[config.mk]
export PLATFORM = sky130hd
export DESIGN_NAME = mc_ctrl
export DESIGN_NICKNAME = d
export VERILOG_FILES = /design/src/rtl/mc_ctrl.sv
export SDC_FILE = /design/constraint.sdc
export NUM_CORES = 1
export LEC_CHECK = 0
export CAP_MARGIN = 20
export CORE_MARGIN = 10
export CORE_UTILIZATION = 41
export CTS_BUF_LIST = sky130_fd_sc_hd__clkbuf_8 sky130_fd_sc_hd__clkbuf_16
export DETAILED_ROUTE_END_ITERATION = 7
export GPL_TIMING_DRIVEN = 0
export PLACE_DENSITY = 0.8
export SLEW_MARGIN = 20
export SYNTH_ARGS = -nofsm -noshare
export SYNTH_HDL_FRONTEND = slang
export SYNTH_SLANG_ARGS = --single-unit
[constraint.sdc]
create_clock -name clk -period 2.2 [get_ports clk]
set_input_delay 0.22 -clock clk [delete_from_list [all_inputs] [get_ports clk]]
set_output_delay 0.22 -clock clk [all_outputs]
set_load 0.1 [all_outputs]
[src/rtl/mc_ctrl.sv]
// Multi-cycle MIPS-subset control FSM: decodes instr per state into combinational datapath controls.
// Optional macro MC_CTRL_MEM_HANDSHAKE_EN makes MEM wait for mem_ack; otherwise MEM lasts one cycle.
module mc_ctrl (
    input  logic        clk,
    input  logic        rst,
    input  logic [31:0] instr,
    input  logic        zero,
    input  logic        mem_ack,
    output logic        ir_wr,
    output logic        pc_wr,
    output logic [1:0]  npc_sel,
    output logic        j_sel,
    output logic        reg_wr,
    output logic [1:0]  reg_dst,
    output logic        alu_src,
    output logic [2:0]  alu_op,
    output logic [1:0]  ext_op,
    output logic [1:0]  mem_to_reg,
    output logic        mem_req,
    output logic        mem_wr,
    output logic [2:0]  state,
    output logic        illegal,
    output logic [31:0] instret
);

    typedef enum logic [2:0] {
        FETCH  = 3'd0,
        DECODE = 3'd1,
        EXEC   = 3'd2,
        MEM    = 3'd3,
        WB     = 3'd4
    } state_t;

    localparam logic [2:0] ALU_ADD = 3'b000;
    localparam logic [2:0] ALU_SUB = 3'b001;
    localparam logic [2:0] ALU_OR  = 3'b010;
    localparam logic [2:0] ALU_LUI = 3'b011;

    state_t cur;
    logic [5:0] op;
    logic [5:0] funct;
    logic is_addu, is_subu, is_jr, is_ori, is_lui, is_lw, is_sw, is_beq, is_j, is_jal;
    logic alu_cls, mem_cls, jump_cls, known;
    logic mem_done;
    logic unused_inputs;

    assign op    = instr[31:26];
    assign funct = instr[5:0];

    assign is_addu = (op == 6'h00) && (funct == 6'h21);
    assign is_subu = (op == 6'h00) && (funct == 6'h23);
    assign is_jr   = (op == 6'h00) && (funct == 6'h08);
    assign is_ori  = (op == 6'h0D);
    assign is_lui  = (op == 6'h0F);
    assign is_lw   = (op == 6'h23);
    assign is_sw   = (op == 6'h2B);
    assign is_beq  = (op == 6'h04);
    assign is_j    = (op == 6'h02);
    assign is_jal  = (op == 6'h03);

    assign alu_cls  = is_addu | is_subu | is_ori | is_lui;
    assign mem_cls  = is_lw | is_sw;
    assign jump_cls = is_j | is_jal | is_jr;
    assign known    = alu_cls | mem_cls | jump_cls | is_beq;

`ifdef MC_CTRL_MEM_HANDSHAKE_EN
    assign mem_done = mem_ack;
`else
    assign mem_done = 1'b1;
`endif

    // zero is consumed by the fetch unit; the middle instruction fields feed the datapath only
    assign unused_inputs = ^{zero, mem_ack, instr[25:6]};

    assign state = cur;

    always_ff @(posedge clk or posedge rst) begin
        if (rst) begin
            cur <= FETCH;
        end else begin
            case (cur)
                FETCH:   cur <= DECODE;
                DECODE:  cur <= (alu_cls || mem_cls || is_beq) ? EXEC : FETCH;
                EXEC:    cur <= alu_cls ? WB : (mem_cls ? MEM : FETCH);
                MEM:     if (mem_done) cur <= is_lw ? WB : FETCH;
                WB:      cur <= FETCH;
                default: cur <= FETCH;
            endcase
        end
    end

    // Every instruction (including illegal skips) raises pc_wr exactly once, so this counts retirements
    always_ff @(posedge clk or posedge rst) begin
        if (rst) begin
            instret <= 32'd0;
        end else if (pc_wr) begin
            instret <= instret + 32'd1;
        end
    end

    always_comb begin
        ir_wr      = 1'b0;
        pc_wr      = 1'b0;
        npc_sel    = 2'b00;
        j_sel      = 1'b0;
        reg_wr     = 1'b0;
        reg_dst    = 2'b00;
        alu_src    = 1'b0;
        alu_op     = ALU_ADD;
        ext_op     = 2'b00;
        mem_to_reg = 2'b00;
        mem_req    = 1'b0;
        mem_wr     = 1'b0;
        illegal    = 1'b0;

        // ALU and address operands are held from EXEC through write-back so results stay stable
        if (alu_cls && (cur == EXEC || cur == WB)) begin
            alu_src = is_ori | is_lui;
            ext_op  = is_lui ? 2'b10 : 2'b00;
            if (is_subu)     alu_op = ALU_SUB;
            else if (is_ori) alu_op = ALU_OR;
            else if (is_lui) alu_op = ALU_LUI;
            else             alu_op = ALU_ADD;
        end
        if (mem_cls && (cur == EXEC || cur == MEM || cur == WB)) begin
            alu_src = 1'b1;
            ext_op  = 2'b01;
            alu_op  = ALU_ADD;
        end

        case (cur)
            FETCH: ir_wr = 1'b1;
            DECODE: begin
                if (jump_cls) begin
                    pc_wr   = 1'b1;
                    j_sel   = is_j | is_jal;
                    npc_sel = is_jr ? 2'b11 : 2'b00;
                    if (is_jal) begin
                        reg_wr     = 1'b1;
                        reg_dst    = 2'b10;
                        mem_to_reg = 2'b10;
                    end
                end else if (!known) begin
                    illegal = 1'b1;
                    pc_wr   = 1'b1;
                end
            end
            EXEC: begin
                if (is_beq) begin
                    alu_op  = ALU_SUB;
                    pc_wr   = 1'b1;
                    npc_sel = 2'b10;
                end
            end
            MEM: begin
                mem_req = 1'b1;
                if (is_sw && mem_done) begin
                    mem_wr = 1'b1;
                    pc_wr  = 1'b1;
                end
            end
            WB: begin
                pc_wr  = 1'b1;
                reg_wr = 1'b1;
                if (is_lw) begin
                    mem_to_reg = 2'b01;
                end else begin
                    reg_dst = (op == 6'h00) ? 2'b01 : 2'b00;
                end
            end
            default: ;
        endcase
    end

endmodule

==> results.md, run 1 <==
- Outcome: finished with violations
- Failing checks: negative setup slack
- Setup ws final: -0.0539 ns
- Largest net degree at the start of global routing: 36
- Maxcap violations: 0
- EDFF count, synth: 0
- Critical path required time: approximately 2.0 ns
- Adder-Cell Fraction of Synth Area: 0.639%
- CP startpoint kind: primary input
- Part of the power in the clock network: between 10% and 20%
- Share of total power in sequential cells: 26.5%
- Largest family of logic cells by synthesized area: simple AND/OR/NAND/NOR gates
- Mux cell area share after synthesis: less than 1%
- Skew final: ~0.0049 ns
- FF+latch count, synth: 35
- DRC Markers: 0
- IO Port Bufs: between 60 and 70
- Total negative slack: -0.0613 ns
- Simple-Gate Fraction of Synth Area: between 30% and 40%
- Antenna viol nets, final: 0
- Synth Area in XOR/XNOR: approximately 14%
- WS Path Type: primary input to output pin
- Slew Viols, Final: 0
- Power Density: 1000 nW/µm²
- Gpl congestion: around 0.76
- Global-route wire length before repair: around 9100 µm
- Cells after Synth: 200
- Period utilization: 102%
- Netlist cell types: 40
- Max Fclk: between 0.4 and 0.5 GHz
- Crit path DAT: approximately 2 ns
- Worst VDD drop: between 0.0008 and 0.0009 V
- R2R cell count: 7
- Worst-Margin Slew: roughly 1 ns
- CTS clock-pin slew for the worst setup and hold paths: about 0.07 ns
- Total grt overflow: 0
- Psw: around 1500 µW
- Worst R2R End: instret[1]
- Mapped Avg Cell Area: 9.80 µm²
- Nets: around 320
- DP Worst Slack: -1.52 ns
- Placed insts: 320
- Max FO, Critical Path: 4
- Leakage: 0.00133 µW
- Layout cell share with drive strength beyond 1: 32.8%
- Routed WL per cell: around 17 µm
- Post-synthesis async set-or-reset flop share: 100%
- Utilization after layout: approximately two thirds
- Setup crit start: instr[30]
- Hold_buf cts: 0
- Final setup fails: 2
- Post-layout minimum cycle time: around 2.3 ns
- Via density: between 5 and 6
- Netlist Area Pre-Place: 1960 µm²
- Die width: slightly below 90 µm
- Clk buf depth: 2
- Die height: between 80 and 90 µm
- Filler Cell Count: ~390
- RSZ-0062 raised after global routing: yes
- Post-synthesis compound-gate area fraction: 4.92%
- Sequential area share after synthesis: between 40% and 50%
- Kind of end point of the critical path: output pin
- Net Sw Frac: 48.2%
- Synth-to-Final Area Change: 59.5%
- Reg-to-Reg Start: state[0]
- Synth warnings: 0
- Die area: roughly 7900 µm²
- Main synth FF type: dfrtp_1
- First DRT Iteration DRCs: 78
- Antenna Cells: 0
- Internal power: roughly 1600 µW
- Design area: between 3000 and 4000 µm²
- Final Hold Vio Count: 0
- Non-filler cells in the finished layout: between 300 and 400
- DP Area: ~2900 µm²
- Root Driver: clkbuf_8
- Htree depth: 2
- Core area: ~4700 µm²
- Site row count: 25
- Post-DP HPWL: approximately 4200 µm
- Routed WL: 5930 µm
- Total global-route track usage: roughly 14%
- Commonest non-fill, non-tap cell in the layout: clkdlybuf4s50_1
- CTS tree: done
- Initial core utilization: around two fifths
- Vias: roughly 1900
- TritonCTS Sinks: 35
- Post-synthesis net count: roughly 240
- Worst skew pair latency: ~0.28 ns
- Drt pass-1 iters: 4
- Power share of the combinational group: between 50% and 60%
- Hold Path Class: primary input to asynchronous set/reset pin
- Vias in the first global route: 1878
- R2r setup slk: roughly 0.06 ns
- Max_slew headroom: 33.1%
- I/O Pins: 90
- Initial antenna violation count: 0
- Commonest cells after routing, fill and taps aside: 35 x clkdlybuf4s50_1, 27 x dfrtp_1, 26 x xnor2_1
- CTS Buf Count: 5
-- repair_timing --
action                     CTS  global route
buffers inserted             7             8
gates resized for setup    107            39
setup endpoints to repair   42            22
pin swaps                    7             8
-- sequential cells by signal, summed over array words and instances, names as in the netlist --
register / cells
instret: 32
state: 3
-- cells in the mapped netlist, types with 2 or more instances --
master	n	area (µm²)
nor3_1	4	20.0
nand2b_1	2	12.5
a21oi_1	3	15.0
dfrtp_1	35	876
nor2_1	12	45.0
nor3b_1	2	15.0
nand2_1	11	41.3
or2_2	3	18.8
nor4_1	4	25.0
inv_1	5	18.8
buf_4	5	37.5
nand4_1	14	87.6
clkbuf_1	3	11.3
and3_1	14	87.6
xnor2_1	27	236
xor2_1	5	43.8
nand3b_1	2	15.0
nand3_1	20	100
o21ai_0	3	15.0
and4_1	5	43.8
or3_1	2	12.5
-- kinds of logic after synthesis --
| family | count (synthesis) |
|---|---|
| xor+xnor | 32 |
| buf+inv | 16 |
| compound gates | 12 |
| other cells | 1 |
| fa+ha+maj | 1 |
| flops | 35 |
| simple gates | 102 |
| mux | 1 |
-- stage by stage --
stage               hold slack [ns]  power, µW
finish                        0.378       3130
global route                  0.396       3250
CTS                           0.400       3020
detailed placement            0.466       2420
global placement              0.460       2410
floorplan                     0.374       2060
-- power by group through the flow --
stage	Clock [µW]	Sequential, µW	Combinational (µW)
floorplan	0	1330	730
detailed placement	0	838	1580
global route	591	845	1820
finish	556	831	1740
CTS	558	832	1630
global placement	0	836	1570
-- layout make-up --
class | count | area (µm²) | area share [%]
inverters | 6 | 38.8 | 1.24
clock buffers | 5 | 68.8 | 2.20
well taps | 54 | 67.6 | 2.16
clock inverters | 3 | 37.5 | 1.20
multi-input cells | 149 | 1180 | 37.8
flip-flops and latches | 35 | 893 | 28.6
plain buffers | 8 | 85.1 | 2.72
repair buffers | 81 | 752 | 24.1
-- per-layer routing --
| layer | wire length, µm | global-route usage, % |
|---|---|---|
| met2 | 3060 | 25.1 |
| met3 | 367 | 3.74 |
| met1 | 2360 | 16.2 |
| met4 | 137 | 6.21 |
| met5 | 0 | 0 |
-- worst max path at each step --
stage	end	slack (ns)	depth (start not counted)
2_1_floorplan	reg_wr	-0.62	5
3_3_place_gp	npc_sel[1]	-1.50	7
5_1_grt	npc_sel[1]	-0.1	7
3_5_place_dp	npc_sel[1]	-1.52	7
4_1_cts	npc_sel[1]	-0.12	7
6_report	npc_sel[1]	-0.05	7
-- critical path, cell delays in order --
cell and delay (ns):
clkbuf_2 0.13, nor3_4 0.25, nand3_2 0.12, or4_4 0.52, or3_4 0.42, a21oi_4 0.18
buf_12 0.19
Note: power is estimated with default switching activity, not from simulation.
==> run 2: changes to the inputs <==
Settings changed: CORE_UTILIZATION 41 to 45, DONT_BUFFER_PORTS set to 1, PLACE_DENSITY 0.8 to 0.6.
==> run 2 against run 1 <==
  * The run still ends with negative setup slack left
  * Non-clock buffer count fell by 38
  * Critical path depth fell by 2
  * Via count fell by 5.3%
  * Sequential cell count did not move
  * Worst hold slack got worse by 0.23 ns
  * Clock-buffer cell count did not move
  * Power rose by 1.4%
  * Wire length rose by 4.2%
  * Critical path type is now flop to output pin
  * Critical endpoint is now reg_wr
  * Highest routed layer unchanged
==> results.md, run 2 (synthesized netlist as in run 1, its figures left out) <==
- I/O Pins: 90
- Root Driver: clkbuf_8
- Via density: 5.97
- Clk buf depth: 2
- Setup ws final: -0.902 ns
- Antenna viol nets, final: 0
- R2r setup slk: -0.76 ns
- Hold path start: instr[29]
- Outcome: finished with violations
- IO Port Bufs: 0
- Leakage: 0.00121 µW
- Failing checks: negative setup slack
- RSZ-0062 raised after global routing: yes
- Final Hold Vio Count: 0
- DP Area: around 2300 µm²
- Routed WL: just over 6000 µm
- CP startpoint kind: flop
- Commonest non-fill, non-tap cell in the layout: xnor2_1
- Vias in the first global route: ~1900
- Power share of the combinational group: a little over two fifths
- Power Density: around 1100 nW/µm²
- Worst R2R End: instret[23]
- Placed insts: 252
- Initial core utilization: around 48%
- Routed WL per cell: 20.6 µm
- Critical path required time: about 2 ns
- Total global-route track usage: roughly 16%
- WS Path Type: flop to output pin
- Hold Path Class: primary input to flop
- Period utilization: 141%
- Slew Viols, Final: 0
- Crit path DAT: about 2.9 ns
- Htree depth: 2
- Max reg flops: 32
- Post-DP HPWL: 3960 µm
- Gpl congestion: ~0.78
- Total Power: ~3200 µW
- Global-route wire length before repair: 9720 µm
- Share of total power in sequential cells: a little over two fifths
- Filler Cell Count: 275
- Largest net degree at the start of global routing: 36
- Initial antenna violation count: 0
- Kind of end point of the critical path: output pin
- Internal power: between 1500 and 2000 µW
- Post-layout minimum cycle time: 3.10 ns
- Site row count: 23
- Vias: approximately 1800
- Utilization after layout: between 70 and 80%
- Max FO, Critical Path: 3
- Worst-Margin Slew: just over 1 ns
- Worst VDD drop: about 0.00056 V
- CTS tree: done
- CTS clock-pin slew for the worst setup and hold paths: 0.07 ns
- Worst skew pair latency: between 0.2 and 0.3 ns
- FF/Latch Area: 903 µm²
- Design area: around 3000 µm²
- Commonest cells after routing, fill and taps aside: 23 x xnor2_1, 22 x buf_6, 19 x dfrtp_1
- R2R cell count: 14
- Hold worst-path end: state[2]
- Die height: about 86 µm
- Area occupied by multi-input gates: 1360 µm²
- Setup crit start: state[1]
- Synth-to-Final Area Change: 54.3%
- Skew final: between 0.003 and 0.004 ns
- Max_slew headroom: roughly 31%
- Part of the power in the clock network: between 10% and 20%
- DRC Markers: 0
- Die area: ~7400 µm²
- Antenna Cells: 0
- Non-filler cells in the finished layout: 299
- Worst hold stages: 3
- Reg-to-Reg Start: state[1]
- Total grt overflow: 0
- Psw: 1610 µW
- Net Sw Frac: around 50%
- DP Worst Slack: -0.736 ns
- Nets: between 200 and 300
- CTS Buf Count: 5
- First DRT Iteration DRCs: between 90 and 100
- Die width: around 86 µm
- Core area: between 4000 and 5000 µm²
- TritonCTS Sinks: 35
- Final setup fails: 50
- Largest Register: instret
- Layout cell share with drive strength beyond 1: about half
- Drt pass-1 iters: 4
- Max Fclk: approximately 0.32 GHz
- Maxcap violations: 0
## run 2: cell count changes in the layout (fill, tap and decap cells not counted), moves of 6 or more
cell	before	now
dfrtp_1	27	19
buf_6	3	22
dfrtp_2	5	13
clkdlybuf4s50_1	35	0
clkbuf_2	7	0
buf_2	6	0
nand3_1	18	6
nand3_2	1	8
## run 2: worst max-delay path, stage by stage, from the launching register on
cell and delay [ns]:
dfrtp_4 0.63, clkbuf_16 0.20, or3_4 0.40, nor2_4 0.51
and2_4 0.46, or2_4 0.38
## run 2: worst max-delay path by stage
stage / endpoint / slack [ns] / cells after the start
after global routing: reg_wr / -0.95 / 5
final: reg_wr / -0.90 / 5
after global placement: reg_wr / -0.68 / 6
after floorplan: reg_wr / -0.62 / 5
after CTS: reg_wr / -0.94 / 5
after detailed placement: instret[25] / -0.74 / 5
## run 2: metal layers
| layer | global-route usage (%) | wire, µm |
|---|---|---|
| met1 | 18.4 | 2340 |
| met2 | 26.1 | 3060 |
| met3 | 7.57 | 699 |
| met4 | 4.49 | 70 |
| met5 | 0 | 0 |
## run 2: timing repair
action	in CTS	in global routing
endpoints found under the hold margin	35	0
gates resized for setup	59	34
pin swaps	17	24
hold buffers	1	0
endpoints found under the setup margin	49	50
buffers inserted	22	19
cloned	3	0
## run 2: final cells by class
| class | instances | share of cell area, % |
|---|---|---|
| Sequential cell | 35 | 29.9 |
| Inverter | 6 | 1.12 |
| Buffer | 9 | 4.10 |
| Clock inverter | 3 | 0.414 |
| Tap cell | 50 | 2.07 |
| Clock buffer | 5 | 2.28 |
| Multi-Input combinational cell | 149 | 44.9 |
| Timing Repair Buffer | 42 | 15.3 |
## run 2: per-stage QoR
stage	TNS, ns	hold WS [ns]
final	-31.51	0.144
after global placement	-19.91	0.426
after floorplan	-13.73	0.374
after CTS	-27.23	0.138
after global routing	-35.54	0.201
after detailed placement	-19.95	0.268
## run 2: power groups by stage
stage               logic, µW  clock network (µW)  registers (µW)
floorplan                 730                   0            1330
global placement          818                   0            1360
detailed placement        910                   0            1360
CTS                      1230                 449            1360
global route             1440                 478            1380
finish                   1370                 440            1360
==> run 3: changes to the inputs <==
Settings changed: CORE_MARGIN 10 to 2.
==> run 3 against run 2 <==
  * The flow still finishes with violations (negative setup slack)
  * Sequential share of layout area rose by 1.1 points
  * Utilization down 1.8 points
  * Wire length decreased by 14%
  * Worst setup slack better by 0.023 ns
  * Largest cell class unchanged
  * Highest routed layer unchanged
==> results.md, run 3 (synthesized netlist as in run 1, its figures left out) <==
- Design area: around 2900 µm²
- Failing checks: negative setup slack
- Max FO, Critical Path: 3
- Reg-to-Reg Start: state[1]
- Kind of end point of the critical path: output pin
- Max Fclk: between 0.3 and 0.4 GHz
- Die height: around 70 µm
- Global-route wire length before repair: ~8200 µm
- Post-DP HPWL: between 3000 and 4000 µm
- IO Port Bufs: 0
- R2r setup slk: -0.67 ns
- Largest Register: instret
- R2R cell count: 12
- Setup ws final: -0.879 ns
- CP startpoint kind: flop
- Outcome: finished with violations
- Post-layout minimum cycle time: around 3.1 ns
- Final Hold Vio Count: 0
- Core area: 4090 µm²
- Hold Path Class: primary input to flop
- Synth-to-Final Area Change: 49.6%
- Skew final: between 0.009 and 0.01 ns
- Filler Cell Count: between 200 and 300
- Slew Viols, Final: 0
- Nets: 273
- DP Area: ~2200 µm²
- WS Path Type: flop to output pin
- CP max stage cell: dfrtp_4
- Clk buf depth: 2
- Drt pass-1 iters: 4
- Worst skew pair latency: about 0.28 ns
- CTS tree: done
- DRC Markers: 0
- Vias in the first global route: ~1600
- First DRT Iteration DRCs: 88
- Site row count: 23
- Critical path required time: roughly 2.0 ns
- CTS clock-pin slew for the worst setup and hold paths: about 0.07 ns
- Antenna Cells: 0
- Initial antenna violation count: 0
- Crit path DAT: approximately 2.9 ns
- Power Density: 1100 nW/µm²
- CP Cell Sequence: clkbuf_16 > or3_4 > nor2_4 > and2_4 > or2_4
- Largest net degree at the start of global routing: 36
- CTS Buf Count: 5
- Vias: around 1700
- Final setup fails: 50
- Gpl congestion: approximately 0.80
- Max reg flops: 32
- Max_slew headroom: 31.8%
- Max incr delay on CP: 0.63 ns
- Routed WL: about 5300 µm
- TritonCTS Sinks: 35
- Commonest cells after routing, fill and taps aside: 25 x xnor2_1, 17 x dfrtp_2, 15 x dfrtp_1
- Htree depth: 2
- Initial core utilization: a little under half
- Leakage: roughly 0.0012 µW
- Total global-route track usage: 20.7%
- FF/Latch Area: 908 µm²
- RSZ-0062 raised after global routing: yes
- Area occupied by multi-input gates: around 1400 µm²
- Period utilization: 140%
- Root Driver: clkbuf_8
- Antenna viol nets, final: 0
- Commonest non-fill, non-tap cell in the layout: xnor2_1
- Routed WL per cell: approximately 18 µm
- Worst-Margin Slew: 1.02 ns
- Worst VDD drop: around 0.00066 V
- Via density: 5.85
- Worst R2R End: instret[14]
- Die area: roughly 5000 µm²
- Hold worst-path end: state[2]
- Total negative slack: -26.32 ns
- I/O Pins: 90
- Layout cell share with drive strength beyond 1: between 40% and 50%
- Total grt overflow: 0
- Maxcap violations: 0
- Worst hold stages: 3
- DP Worst Slack: -0.697 ns
- Hold path start: instr[29]
- Die width: ~70 µm
run 3: timing repair:
item	CTS	global route
setup buffers	15	12
hold buffers	1	0
gates resized for setup	32	48
cloned	3	0
setup endpoints to repair	49	49
pin swaps	12	26
endpoints found under the hold margin	35	0
run 3: area by class of cell:
| type | instances | area share [%] |
|---|---|---|
| Clock buffer | 5 | 2.35 |
| Inverter | 6 | 0.982 |
| Sequential cell | 35 | 31.0 |
| Clock inverter | 3 | 1.49 |
| Multi-Input combinational cell | 149 | 46.2 |
| Timing Repair Buffer | 29 | 11.3 |
| Buffer | 10 | 4.61 |
| Tap cell | 50 | 2.13 |
run 3: critical path: cells and delay by family, from the launching register on:
kind	cells	cell delay, ns
buf+inv	1	0.21
simple gates	4	1.74
flops	1	0.63
run 3: worst max-delay path by stage:
stage                      startpoint     endpoint  slack (ns)
after detailed placement  instret[13]  instret[27]       -0.70
after global placement       state[1]       reg_wr       -0.67
final                        state[1]       reg_wr       -0.88
after global routing         state[1]       reg_wr       -0.92
after CTS                    state[1]       reg_wr       -0.92
after floorplan              state[2]       reg_wr       -0.62
run 3: per-stage QoR:
stage               util, %  std cells  hold WS [ns]  total power, µW
floorplan                 -        200         0.374             2060
global placement       54.0        250         0.427             2170
detailed placement     54.9        252         0.268             2220
CTS                    65.4        279         0.133             3130
global route           71.7        287         0.179             3330
finish                 71.7        287         0.167             3210
run 3: power by group:
group	leakage, µW	total (µW)	switching (µW)	internal, µW
logic	0.000674	1280	716	567
clock network	0.0000581	579	241	337
registers	0.000429	1350	627	725
total	0.00116	3210	1580	1630
run 3: per-layer routing:
metal	GRT usage, %	share of wire (%)	vias to the layer above
met5	0	0	-
met4	5.56	1.0	0
met3	6.64	6.1	6
met2	32.4	49	60
met1	27.6	44	826
li1	-	-	786
